--- config.mk ---
export PLATFORM = sky130hd
export DESIGN_NAME = core_lsu
export DESIGN_NICKNAME = d
export VERILOG_FILES = /design/src/rtl/core_lsu.sv
export SDC_FILE = /design/constraint.sdc
export NUM_CORES = 1
export LEC_CHECK = 0
export ABC_AREA = 1
export BUFFER_PORTS_ARGS = -buffer_cell sky130_fd_sc_hd__clkbuf_2
export CORE_AREA = 2 2 161 163
export CTS_CLUSTER_DIAMETER = 60
export DETAILED_ROUTE_END_ITERATION = 10
export DIE_AREA = 0 0 163 165
export PLACE_DENSITY_LB_ADDON = 0.15
export SLEW_MARGIN = 10
export SYNTH_ARGS = -nofsm -noshare
export SYNTH_HDL_FRONTEND = slang
export SYNTH_SLANG_ARGS = --single-unit
--- constraint.sdc ---
create_clock -name clk -period 1.97 [get_ports clk]
set_input_delay 0.197 -clock clk [delete_from_list [all_inputs] [get_ports clk]]
set_output_delay 0.197 -clock clk [all_outputs]
set_load 0.02 [all_outputs]
--- src/rtl/core_lsu.sv ---
// core_lsu: MEM-stage load/store unit with req/gnt/rvalid data bus, stall, timeout and load extension
module core_lsu #(
  parameter int XLEN     = 64,
  parameter int WAIT_MAX = 255
) (
  input  logic            clk,
  input  logic            rst,
  input  logic            in_valid,
  output logic            in_ready,
  input  logic            mem_read,
  input  logic            mem_write,
  input  logic [2:0]      funct3,
  input  logic [XLEN-1:0] addr_i,
  input  logic [XLEN-1:0] wdata_i,
  input  logic [4:0]      rsd_idx_i,
  output logic            out_valid,
  output logic [XLEN-1:0] mem_data_o,
  output logic [4:0]      rsd_idx_o,
  output logic            err_o,
  output logic            dbus_req_o,
  output logic            dbus_we_o,
  output logic [XLEN-1:0] dbus_addr_o,
  output logic [XLEN-1:0] dbus_wdata_o,
  output logic [7:0]      dbus_wstrb_o,
  input  logic            dbus_gnt_i,
  input  logic            dbus_rvalid_i,
  input  logic [XLEN-1:0] dbus_rdata_i
);
  localparam int CW = $clog2(WAIT_MAX + 1);
  typedef enum logic [1:0] {IDLE, REQ, RSP, DONE} state_t;
  state_t r_state, w_next;
  logic [CW-1:0]   r_cnt;
  logic [2:0]      r_f3, r_a;
  logic            r_load, r_we, r_err;
  logic [4:0]      r_rsd;
  logic [7:0]      r_wstrb;
  logic [XLEN-1:0] r_addr, r_wdata, r_data;
  logic            w_accept, w_mem, w_illegal, w_mis, w_bad, w_to, w_sx;
  logic [7:0]      w_wstrb;
  logic [XLEN-1:0] w_wdata, w_lane, w_ext;
  assign w_accept  = in_valid & (r_state == IDLE);
  assign w_mem     = mem_read | mem_write;
  assign w_illegal = (mem_read & mem_write) | (mem_read & (funct3 == 3'b111)) | (mem_write & funct3[2]);
  assign w_mis     = funct3[1:0] == 2'd1 ? addr_i[0] :
                     funct3[1:0] == 2'd2 ? |addr_i[1:0] :
                     funct3[1:0] == 2'd3 ? |addr_i[2:0] : 1'b0;
  assign w_bad     = w_mem & (w_illegal | w_mis);
  assign w_to      = r_cnt == CW'(WAIT_MAX - 1);
  assign w_wstrb   = funct3[1:0] == 2'd0 ? 8'h01 << addr_i[2:0] :
                     funct3[1:0] == 2'd1 ? 8'h03 << addr_i[2:0] :
                     funct3[1:0] == 2'd2 ? 8'h0F << addr_i[2:0] : 8'hFF;
  assign w_wdata   = funct3[1:0] == 2'd0 ? {8{wdata_i[7:0]}} :
                     funct3[1:0] == 2'd1 ? {4{wdata_i[15:0]}} :
                     funct3[1:0] == 2'd2 ? {2{wdata_i[31:0]}} : wdata_i;
  assign w_lane    = dbus_rdata_i >> {r_a, 3'b000};
  assign w_sx      = ~r_f3[2];
  assign w_ext     = r_f3[1:0] == 2'd0 ? {{(XLEN-8){w_sx & w_lane[7]}}, w_lane[7:0]} :
                     r_f3[1:0] == 2'd1 ? {{(XLEN-16){w_sx & w_lane[15]}}, w_lane[15:0]} :
                     r_f3[1:0] == 2'd2 ? {{(XLEN-32){w_sx & w_lane[31]}}, w_lane[31:0]} : w_lane;
  always_ff @(posedge clk) begin
    if (rst) r_state <= IDLE;
    else     r_state <= w_next;
  end
  always_comb begin
    w_next = r_state;
    case (r_state)
      IDLE:    w_next = w_accept ? ((w_mem & ~w_bad) ? REQ : DONE) : IDLE;
      REQ:     w_next = dbus_gnt_i ? RSP : (w_to ? DONE : REQ);
      RSP:     w_next = (dbus_rvalid_i | w_to) ? DONE : RSP;
      default: w_next = IDLE;
    endcase
  end
  always_comb begin
    in_ready   = r_state == IDLE;
    dbus_req_o = r_state == REQ;
    out_valid  = r_state == DONE;
  end
  // Result registers load only on entry to DONE so they hold until the next completion
  always_ff @(posedge clk) begin
    if (rst) begin
      r_cnt   <= '0;
      r_f3    <= '0;
      r_a     <= '0;
      r_load  <= 1'b0;
      r_we    <= 1'b0;
      r_err   <= 1'b0;
      r_rsd   <= '0;
      r_wstrb <= '0;
      r_addr  <= '0;
      r_wdata <= '0;
      r_data  <= '0;
    end else begin
      if (w_accept) begin
        r_cnt   <= '0;
        r_f3    <= funct3;
        r_a     <= addr_i[2:0];
        r_load  <= mem_read;
        r_we    <= mem_write;
        r_rsd   <= rsd_idx_i;
        r_addr  <= {addr_i[XLEN-1:3], 3'b000};
        r_wdata <= mem_write ? w_wdata : '0;
        r_wstrb <= mem_write ? w_wstrb : 8'h00;
      end else if (r_state == REQ || r_state == RSP) begin
        r_cnt <= r_cnt + 1'b1;
      end
      if (r_state != DONE && w_next == DONE) begin
        r_data <= (r_state == RSP && dbus_rvalid_i && r_load) ? w_ext : '0;
        r_err  <= r_state == IDLE ? w_bad : ~(r_state == RSP && dbus_rvalid_i);
      end
    end
  end
  assign mem_data_o   = r_data;
  assign rsd_idx_o    = r_rsd;
  assign err_o        = r_err;
  assign dbus_we_o    = r_we;
  assign dbus_addr_o  = r_addr;
  assign dbus_wdata_o = r_wdata;
  assign dbus_wstrb_o = r_wstrb;
endmodule

# After elaboration in Yosys (flattened, before gate mapping)
# Index checks and enable logic that the tools add are counted.
[classes]
addsub = 1
eq_ne = 12
n_shift = 4
muxes = 22
bitwise = 17
n_reduce_logical = 10
[ops]
columns = ["cell", "count"]
rows = [
  ["$mux W64", 8],
  ["$shr A64 B6 Y64", 1],
  ["$mux W8", 4],
  ["$eq A2 B2 Y1 const B", 6],
  ["$and A1 B1 Y1", 9],
  ["$add A8 B1 Y8 const B", 1],
  ["$eq A8 B8 Y1 const B", 1],
  ["$mux W2", 4],
  ["$shl A1 B3 Y8 const A", 1],
  ["$shl A2 B3 Y8 const A", 1],
  ["$shl A4 B3 Y8 const A", 1],
  ["$eq A2 B1 Y1 const B", 3],
  ["$logic_not A2 Y1", 3],
  ["$pmux W2 S3", 1],
  ["$mux W1", 5],
  ["$or A1 B1 Y1", 5],
  ["$reduce_or A2 Y1", 2],
  ["$eq A3 B3 Y1 const B", 1],
  ["$logic_and A1 B1 Y1", 3],
  ["$not A1 Y1", 3],
  ["$reduce_or A3 Y1", 1],
  ["$ne A2 B2 Y1 const B", 1],
  ["$logic_or A1 B1 Y1", 1],
]
[totals]
regBits = 221
inputBits = 207
output_inout_bits = 210
elab_cells = 78

# Longest topological paths before layout
# Gate-level depths: netlist (run 1).
[depth]
ltp_word = 13
ltp_mapped = 14
depth_no_buf = 13

# Least setup slack after synthesis (run 1)
# OpenSTA, ideal clock, no wires.
[synth_timing]
path_type = "reg-to-reg"
from = "reg r_state[0]"
to = "reg r_data[10] (netlist: mem_data_o[10])"
setup_ns = 0.071
arrival_ns = 1.863
required_ns = 1.899
path_slack_ns = 0.036
stages_incl_launch_ff = 14
n_path_buf = 2
period_less_slack_ns = 1.934
cell_sequence = "dfxtp_1 inv_1 ha_1 nand2_2 nand2_1 a21oi_1 o21ai_1 nand2_1 inv_1 nand2_4 buf_12 buf_12 nand2_4 a21oi_2"
[synth_between]
elab_chain_cells = 6
elab_cells_between_ends = 12
cone_classes = "4 x eq/ne; 3 x mux; 1 x bitwise; 4 x reduce/logical"
[synth_rtl]
columns = ["element", "line", "source"]
rows = [
  ["start, declared", "31", "state_t r_state, w_next;"],
  ["start signal, assigned", "62", "else r_state <= w_next;"],
  ["$logic_not A2 Y1 *", "n/a", ""],
  ["net in_ready", "9", "output logic in_ready,"],
  ["$and A1 B1 Y1", "41", "assign w_accept = in_valid & (r_state == IDLE);"],
  ["$mux W2", "67", "IDLE: w_next = w_accept ? ((w_mem & ~w_bad) ? REQ : DONE) : IDLE;"],
  ["$pmux W2 S3 *", "66", "case (r_state)"],
  ["$eq A2 B2 Y1 *", "106", "if (r_state != DONE && w_next == DONE) begin"],
  ["$logic_and A1 B1 Y1 *", "106", ""],
  ["end signal, assigned", "107", "r_data <= (r_state == RSP && dbus_rvalid_i && r_load) ? w_ext : '0;"],
  ["end, declared", "37", "logic [XLEN-1:0] r_addr, r_wdata, r_data;"],
]
# The timed path passes the listed nets; every way through them passes the cells marked *.
# A chain may end at the register's enable or synchronous reset.

# Final worst setup path (run 1)
[layout_timing]
from = "reg r_cnt[0]"
to = "reg r_data[40] (netlist: mem_data_o[40])"
[layout_between]
elab_chain_cells = 6
elab_cells_between_ends = 8
cone_classes = "2 x eq/ne; 4 x mux; 1 x bitwise; 1 x reduce/logical"
[layout_rtl]
columns = ["element", "line", "source"]
rows = [
  ["start, declared", "32", "logic [CW-1:0] r_cnt;"],
  ["start signal, assigned", "104", "r_cnt <= r_cnt + 1'b1;"],
  ["$eq A8 B8 Y1 *", "48", "assign w_to = r_cnt == CW'(WAIT_MAX - 1);"],
  ["$or A1 B1 Y1 or $mux W2 (tied branches)", "69, 68", ""],
  ["$mux W1 or $mux W2 (tied branches)", "69, 68", ""],
  ["$pmux W2 S3 *", "66", ""],
  ["$eq A2 B2 Y1 *", "106", ""],
  ["$logic_and A1 B1 Y1 *", "106", ""],
]
# Mark *: on every way between the ends. The rest lies on a longest branch, timed or not.

==> run_results.csv, run 1 <==
group,metric,value,unit
synthesis,synth_top_family_by_area,"simple AND/OR/NAND/NOR gates",
worst_setup_path,cp-start-kind,"flip-flop",
synthesis,ys_warn_count,0,
sta,setup_violations,0,
synthesis,synth_fa_ha_area_share,1.60,%
detailed_routing,drt_iter0_drc,1074,
cts,clock_path_buffers,3,
synthesis,synth_cells,1587,
worst_setup_path,worstPathArrival,2.36,ns
floorplanning,ios,417,
power,finalPower,14.6,mW
detailed_routing,firstDrtPassIters,5,
detailed_routing,wl_per_cell,18.3,µm
sta,rsz0062_at_grt,"yes",
global_routing,grt_pass1_vias,13000,
global_routing,antenna_found_initial,3,
layout,nFillCells,2176,
layout,area_growth,40.6,%
place,port_buffers,413,
power,peakVddDrop,0.000754,V
worst_hold_path,min_path_type,"in2reg",
sta,fmax,524,MHz
detailed_routing,ant_nets,0,
sta,slew_violations,0,
floorplanning,die_w,163,µm
synthesis,synth_top_area_cell,"dfxtp_1",
worst_setup_path,end_kind,"flip-flop",
detailed_routing,vias_per_cell,5.48,
outcome,status,"finished, final reports clean",
worst_setup_path,r2r.worst_path.cells,13,
detailed_routing,wl,44600,µm
synthesis,async_flop_share,0,%
sta,clock_skew,0.0138,ns
sta,fin_crit,1.91,ns
synthesis,yosys-top-cells-count,"311 x nand2_1, 221 x dfxtp_1, 196 x nor2_1",
global_routing,grt.total_usage,31.5,%
floorplanning,die_y,165,µm
global_routing,grt_pass1_wl,67600,µm
synthesis,ys.flop_type,"dfxtp_1",
worst_setup_path,critical_path.startpoint,"r_cnt[0]$_SDFFE_PP0P_",
worst_setup_path,required,2.42,ns
sta,worstMarginPinSlew,0.583,ns
cts,cts_sinks,221,
floorplanning,start_util,46.9,%
synthesis,synth_edf_count,0,
synthesis,synthSimpleGateAreaFrac,30.5,%
worst_hold_path,hp-start,"wdata_i[29]",
sta,period_share,96.8,%
place,place_congestion,0.963,
layout,drive_gt1_share,33.4,%
layout,layout.nets,2314,
synthesis,synth_mux_area_share,0,%
worst_setup_path,r2r_slack,0.06,ns
global_routing,grt_start_max_net_pins,67,
detailed_routing,via_count,13400,
sta,holdWs,0.00559,ns
worst_setup_path,crit_type,"reg2reg",
synthesis,synthXorXnorAreaFrac,0.0747,%
place,dp_hpwl,31400,µm
worst_setup_path,reg2reg_from,"r_cnt[0]$_SDFFE_PP0P_",
power,p_leak,7.53,nW
floorplanning,dieArea,26900,µm²
power,power_density,887,nW/µm²
detailed_routing,drc,0,
synthesis,synth-seq-cells,221,
sta,relSlewSlack,61.1,%
synthesis,post-synth-top-area-fraction,37.7,%
cts,clk_pin_slew,0.06,ns
synthesis,ys_types,47,
cts,cts_tree,"done",
cts,clkLatencyLatePin,0.53,ns
global_routing,grt_overflow,0,
place,placed_area,14300,µm²
worst_setup_path,rr_endpoint,"mem_data_o[40]$_SDFFE_PP0P_",
sta,final-hold-violation-count,0,
floorplanning,core,25000,µm²
synthesis,syn_area,11700,µm²
synthesis,post-synth-top-count-cell,"nand2_1",
layout,postLayoutCellArea,16500,µm²
cts,cts_root_buf,"clkbuf_16",
synthesis,synthTopCellsByArea,"dfxtp_1 38%, nand2_1 10%, o21ai_0 7.4%",
synthesis,synth-compound-area-share,22.2,%
job,drv_cap,0,
cts,cts_buffers,27,
cts,cts-htree-levels,1,
floorplanning,core.rowCount,58,
synthesis,synth_area_per_cell,7.39,µm²
worst_setup_path,path_max_fanout,8,
worst_setup_path,critPathCapture,"mem_data_o[40]$_SDFFE_PP0P_",
synthesis,yosysSeqAreaShare,37.7,%
[power by group]
part	switching (mW)	total, mW	internal, mW
Clock	2.02	5.17	3.15
Sequential	0.199	5.00	4.80
Combinational	2.83	4.46	1.64
Total	5.04	14.6	9.59
[metrics by stage]
stage	TNS [ns]	util [%]	cells	worst slack, ns
2_1_floorplan	0	-	1589	0.0359
3_3_place_gp	0	57.1	2279	0.0275
3_5_place_dp	-0.290	57.1	2279	-0.0363
4_1_cts	0	65.0	2434	0.0382
5_1_grt	-0.714	65.9	2443	-0.0612
6_report	0	65.9	2443	0.0627
[placed cells by master (no fill, tap or decap), types with 11 or more instances in the layout]
cell	netlist	layout
or2_2	12	12
ha_1	15	12
o21ai_0	174	173
o22ai_1	14	14
a221oi_1	16	16
nor2_1	196	195
a211oi_1	17	17
o21ai_1	12	13
a21oi_2	54	53
inv_1	49	44
dfxtp_1	221	217
buf_4	11	59
nand2_4	54	54
nand3_1	112	112
o211ai_1	19	19
o31ai_1	11	11
a21boi_0	19	17
nand2_1	311	308
nand4_1	40	40
clkbuf_2	0	412
a21oi_1	55	55
dlygate4sd3_1	0	105
inv_2	8	13
buf_12	6	15
clkbuf_16	0	31
[repair_timing]
item                                   in CTS  in global routing
pin swaps                                   1                  7
setup endpoints to repair                  16                 83
buffers inserted                            1                  4
hold buffers                              105                  0
cloned                                      0                  4
endpoints found under the hold margin     100                  0
resized for setup                           0                 28
[area by class of cell]
class	count	area, µm²	share of cell area (%)
clock inverter	13	191	1.16
clock buffer	36	729	4.42
multi-input combinational	1179	6430	39.0
inverter	62	243	1.47
tap	330	413	2.50
antenna	1	2.50	0.0152
sequential	221	4430	26.9
timing repair buffer	601	4060	24.6
[kinds of logic after synthesis]
| logic type | after synthesis |
|---|---|
| simple gates | 748 |
| compound gates | 412 |
| flops | 221 |
| buf+inv | 189 |
| fa+ha+maj | 15 |
| xor+xnor | 1 |
| other cells | 1 |
[sequential cells by signal (all words and copies together) (netlist names)]
signal / count
r_state: 2
r_cnt: 8
dbus_wdata_o: 64
dbus_we_o: 1
mem_data_o: 64
r_a: 3
err_o: 1
r_load: 1
r_f3: 3
dbus_wstrb_o: 8
rsd_idx_o: 5
dbus_addr_o: 61
[per-layer routing]
metal | track usage, % | share of wire (%) | up-vias
met5 | 0 | 0.067 | -
met4 | 14.6 | 4.7 | 4
met3 | 8.16 | 9.2 | 149
met2 | 54.0 | 48 | 670
met1 | 37.1 | 38 | 6189
li1 | - | - | 6385
[worst max-delay path, cell delays in order, from the launching register on]
cell and delay (ns):
dfxtp_2 0.33, inv_2 0.06, ha_4 0.11, nand2_2 0.04
nor2_1 0.10, nand2_1 0.08, o21ai_1 0.13, nand2_1 0.09
buf_6 0.12, a21oi_4 0.21, buf_4 0.16, clkbuf_16 0.14
nand4_1 0.13, a21oi_2 0.13
[how the worst min path moves through the flow]
stage                     depth (start not counted)                            end  slack [ns]
after floorplan                                   2   dbus_addr_o[10]$_SDFFE_PP0P_        0.36
after global placement                            2         dbus_we_o$_SDFFE_PP0P_        0.43
after detailed placement                          2   dbus_wdata_o[4]$_SDFFE_PP0P_        0.44
after CTS                                         3  dbus_wdata_o[26]$_SDFFE_PP0P_      0.0003
after global routing                              3  dbus_wdata_o[40]$_SDFFE_PP0P_        0.02
final                                             3  dbus_wdata_o[29]$_SDFFE_PP0P_       0.006
No activity file was read; power rests on OpenSTA's default activity.
==> inputs of run 2 (changes only) <==
--- a/config.mk
+++ b/config.mk
@@ -5,12 +5,13 @@
 export SDC_FILE = /design/constraint.sdc
 export NUM_CORES = 1
 export LEC_CHECK = 0
-export ABC_AREA = 1
+export ABC_AREA = 0
 export BUFFER_PORTS_ARGS = -buffer_cell sky130_fd_sc_hd__clkbuf_2
-export CORE_AREA = 2 2 161 163
+export CORE_ASPECT_RATIO = 1.1
+export CORE_MARGIN = 2
+export CORE_UTILIZATION = 25
 export CTS_CLUSTER_DIAMETER = 60
 export DETAILED_ROUTE_END_ITERATION = 10
-export DIE_AREA = 0 0 163 165
 export PLACE_DENSITY_LB_ADDON = 0.15
 export SLEW_MARGIN = 10
 export SYNTH_ARGS = -nofsm -noshare
==> constraint.sdc (replaced) <==
create_clock -name clk -period 1.6 [get_ports clk]
set_input_delay 0.16 -clock clk [delete_from_list [all_inputs] [get_ports clk]]
set_output_delay 0.16 -clock clk [all_outputs]
set_load 0.02 [all_outputs]
==> run 2 against run 1 <==
  * The run now ends with negative setup slack left
  * Final cell count rose by 0.94%
  * Routed wire length rose by 6.5%
  * Die area increased by 65%
  * Sequential cell count unchanged
  * Largest cell class unchanged
  * Synthesized cell count shrank 24%
  * Sequential share of layout area decreased by 2.2 points
==> run_results.csv, run 2 <==
group,metric,value,unit
synthesis,ys.flop_type,"dfxtp_1",
sta,period_share,119,%
outcome,status,"complete, but fails checks",
worst_setup_path,crit_type,"reg2reg",
global_routing,grt_pass1_wl,65900,µm
outcome,violations,"negative setup slack",
sta,relSlewSlack,48.9,%
detailed_routing,vias_per_cell,4.78,
worst_setup_path,worstPathArrival,2.37,ns
global_routing,grt.total_usage,19.1,%
sta,clock_skew,0.00781,ns
worst_setup_path,cp_top_family,"multiplexers",
power,p_leak,8.16,nW
power,p_sw_share,32.5,%
synthesis,ys_types,53,
detailed_routing,drc,0,
power,power_switching,5.73,mW
sta,rsz0062_at_grt,"yes",
cts,cts_buffers,29,
layout,layout_commonest_cell,"clkbuf_2",
global_routing,grt_overflow,0,
synthesis,synth_edf_count,0,
synthesis,synthTopCellsByArea,"dfxtp_1 42%, nand2_1 8.5%, mux2i_1 8.0%",
synthesis,yosysSeqAreaShare,41.5,%
place,port_buffers,413,
worst_setup_path,required,2.06,ns
synthesis,synth-seq-cells,221,
cts,clkLatencyLatePin,0.57,ns
synthesis,syn_area,10700,µm²
floorplanning,die_w,201,µm
detailed_routing,drt_iter0_drc,442,
floorplanning,core,42200,µm²
global_routing,grt_start_max_net_pins,62,
layout,area_growth,69.3,%
synthesis,synth_area_per_cell,8.84,µm²
power,p_int,11.9,mW
worst_setup_path,end_kind,"flip-flop",
synthesis,async_flop_share,0,%
power,peakVddDrop,0.000502,V
sta,final-hold-violation-count,0,
detailed_routing,wl,47500,µm
synthesis,yosys-top-cells-count,"240 x nand2_1, 221 x dfxtp_1, 123 x a21oi_1",
power,power_frac_clock,36.1,%
layout,nFillCells,4195,
floorplanning,ios,417,
worst_setup_path,cp-start-kind,"flip-flop",
worst_setup_path,slowest_delay,0.42,ns
global_routing,antenna_found_initial,2,
layout,final_util,42.7,%
place,place_congestion,0.848,
floorplanning,dieArea,44300,µm²
sta,setup_violations,146,
place,dp_hpwl,31900,µm
worst_setup_path,cpMaxStageDelayCell,"dfxtp_4",
detailed_routing,firstDrtPassIters,5,
cts,cts_tree,"done",
cts,cts_sinks,221,
sta,worst_slack,-0.310,ns
power,pwr-share-comb,29.5,%
sta,slew_violations,0,
detailed_routing,ant_nets,0,
layout,drive_gt1_share,44.0,%
worst_setup_path,crit_chain,"mux2i_2, mux4_2, buf_4, nand2_2, a31o_4, a32o_1",
detailed_routing,wl_per_cell,19.3,µm
worst_setup_path,path_max_fanout,8,
detailed_routing,via_count,11800,
cts,clock_path_buffers,3,
power,power_density,976,nW/µm²
worst_setup_path,critPathBufInv,1,
sta,fmax,524,MHz
cts,clk_pin_slew,0.06,ns
power,finalPower,17.6,mW
cts,cts-htree-levels,1,
sta,worstMarginPinSlew,0.767,ns
layout,layout_common_cells,"409 x clkbuf_2, 212 x dfxtp_1, 192 x nand2_1, 130 x dlygate4sd3_1, 129 x buf_4",
cts,cts_root_buf,"clkbuf_16",
synthesis,post-synth-top-area-fraction,41.5,%
synthesis,post-synth-top-count-cell,"nand2_1",
floorplanning,die_y,221,µm
job,drv_cap,0,
floorplanning,start_util,25.2,%
synthesis,synth_top_area_cell,"dfxtp_1",
worst_hold_path,min_path_type,"in2reg",
global_routing,grt_pass1_vias,11100,
power,power_frac_seq,34.5,%
sta,fin_crit,1.91,ns
floorplanning,core.rowCount,79,
synthesis,ys_warn_count,0,
synthesis,synth_cells,1205,
place,dp_slack,-0.562,ns
layout,layout.nets,2097,
## run 2: through the flow
step	cell area (µm²)	hold WS, ns	instances	setup TNS [ns]
after global placement	14300	0.383	2227	-33.24
after detailed placement	14300	0.389	2227	-35.83
final	18000	0.0257	2466	-28.60
after global routing	18000	0.0294	2466	-38.29
after CTS	17000	0.00384	2428	-19.36
after floorplan	10800	0.286	1207	-23.83
## run 2: metal layers
layer | share of wire (%) | vias to the layer above | track usage (%)
met3 | 6.3 | 73 | 4.33
li1 | - | 5661 | -
met2 | 49 | 392 | 33.0
met4 | 3.3 | 2 | 7.28
met1 | 42 | 5670 | 23.3
met5 | 0.027 | - | 0
## run 2: path summary, 6_finish.rpt
kind	from	endpoint	slack, ns	cells past startpoint
max reg2reg	r_a[1]$_SDFFE_PP0P_	mem_data_o[24]$_SDFFE_PP0P_	-0.31	6
min	funct3[2]	r_f3[2]$_SDFFE_PP0P_	0.03	4
min reg2reg	dbus_we_o$_SDFFE_PP0P_	dbus_we_o$_SDFFE_PP0P_	0.45	2
max	r_a[1]$_SDFFE_PP0P_	mem_data_o[24]$_SDFFE_PP0P_	-0.31	6
## run 2: layout make-up
class                      instances  area, µm²  area share [%]
multi-input combinational        870       6300            34.9
timing repair buffer             735       5580            31.0
sequential                       221       4440            24.6
clock buffer                      39        813            4.51
tap                              567        709            3.93
clock inverter                    15        118           0.652
inverter                          18       72.6           0.402
antenna                            1       2.50          0.0139
## run 2: tightest hold or removal path, stage by stage
cell and delay, ns:
clkbuf_2 0.11, buf_4 0.13, nand2_1 0.08, a21oi_1 0.07
## run 2: power groups by stage
| stage | combinational, mW | clock, mW | sequential, mW |
|---|---|---|---|
| 2_1_floorplan | 1.88 | 0 | 6.50 |
| 3_3_place_gp | 3.91 | 0 | 6.15 |
| 3_5_place_dp | 3.92 | 0 | 6.16 |
| 4_1_cts | 4.46 | 6.54 | 6.05 |
| 5_1_grt | 5.54 | 6.76 | 6.11 |
| 6_report | 5.19 | 6.35 | 6.07 |
## run 2: cells by family after synthesis
| kind of cell | after synthesis | share of synthesized area [%] |
|---|---|---|
| AND/OR/NAND/NOR | 347 | 13.7 |
| adder cells (fa/ha/maj) | 15 | 1.76 |
| AO/OA/AOI/OAI | 367 | 22.5 |
| multiplexers | 131 | 15.2 |
| flip-flops | 221 | 41.5 |
| buffers and inverters | 117 | 4.80 |
| XOR/XNOR | 6 | 0.493 |
| other | 1 | 0.0352 |
## run 2: timing repair
action,4_1_cts,5_1_grt
hold buffers,130,0
setup endpoints to repair,192,180
gates resized for setup,81,161
hold endpoints to repair,130,0
cloned,5,21
pin swaps,4,77
setup buffers,13,16
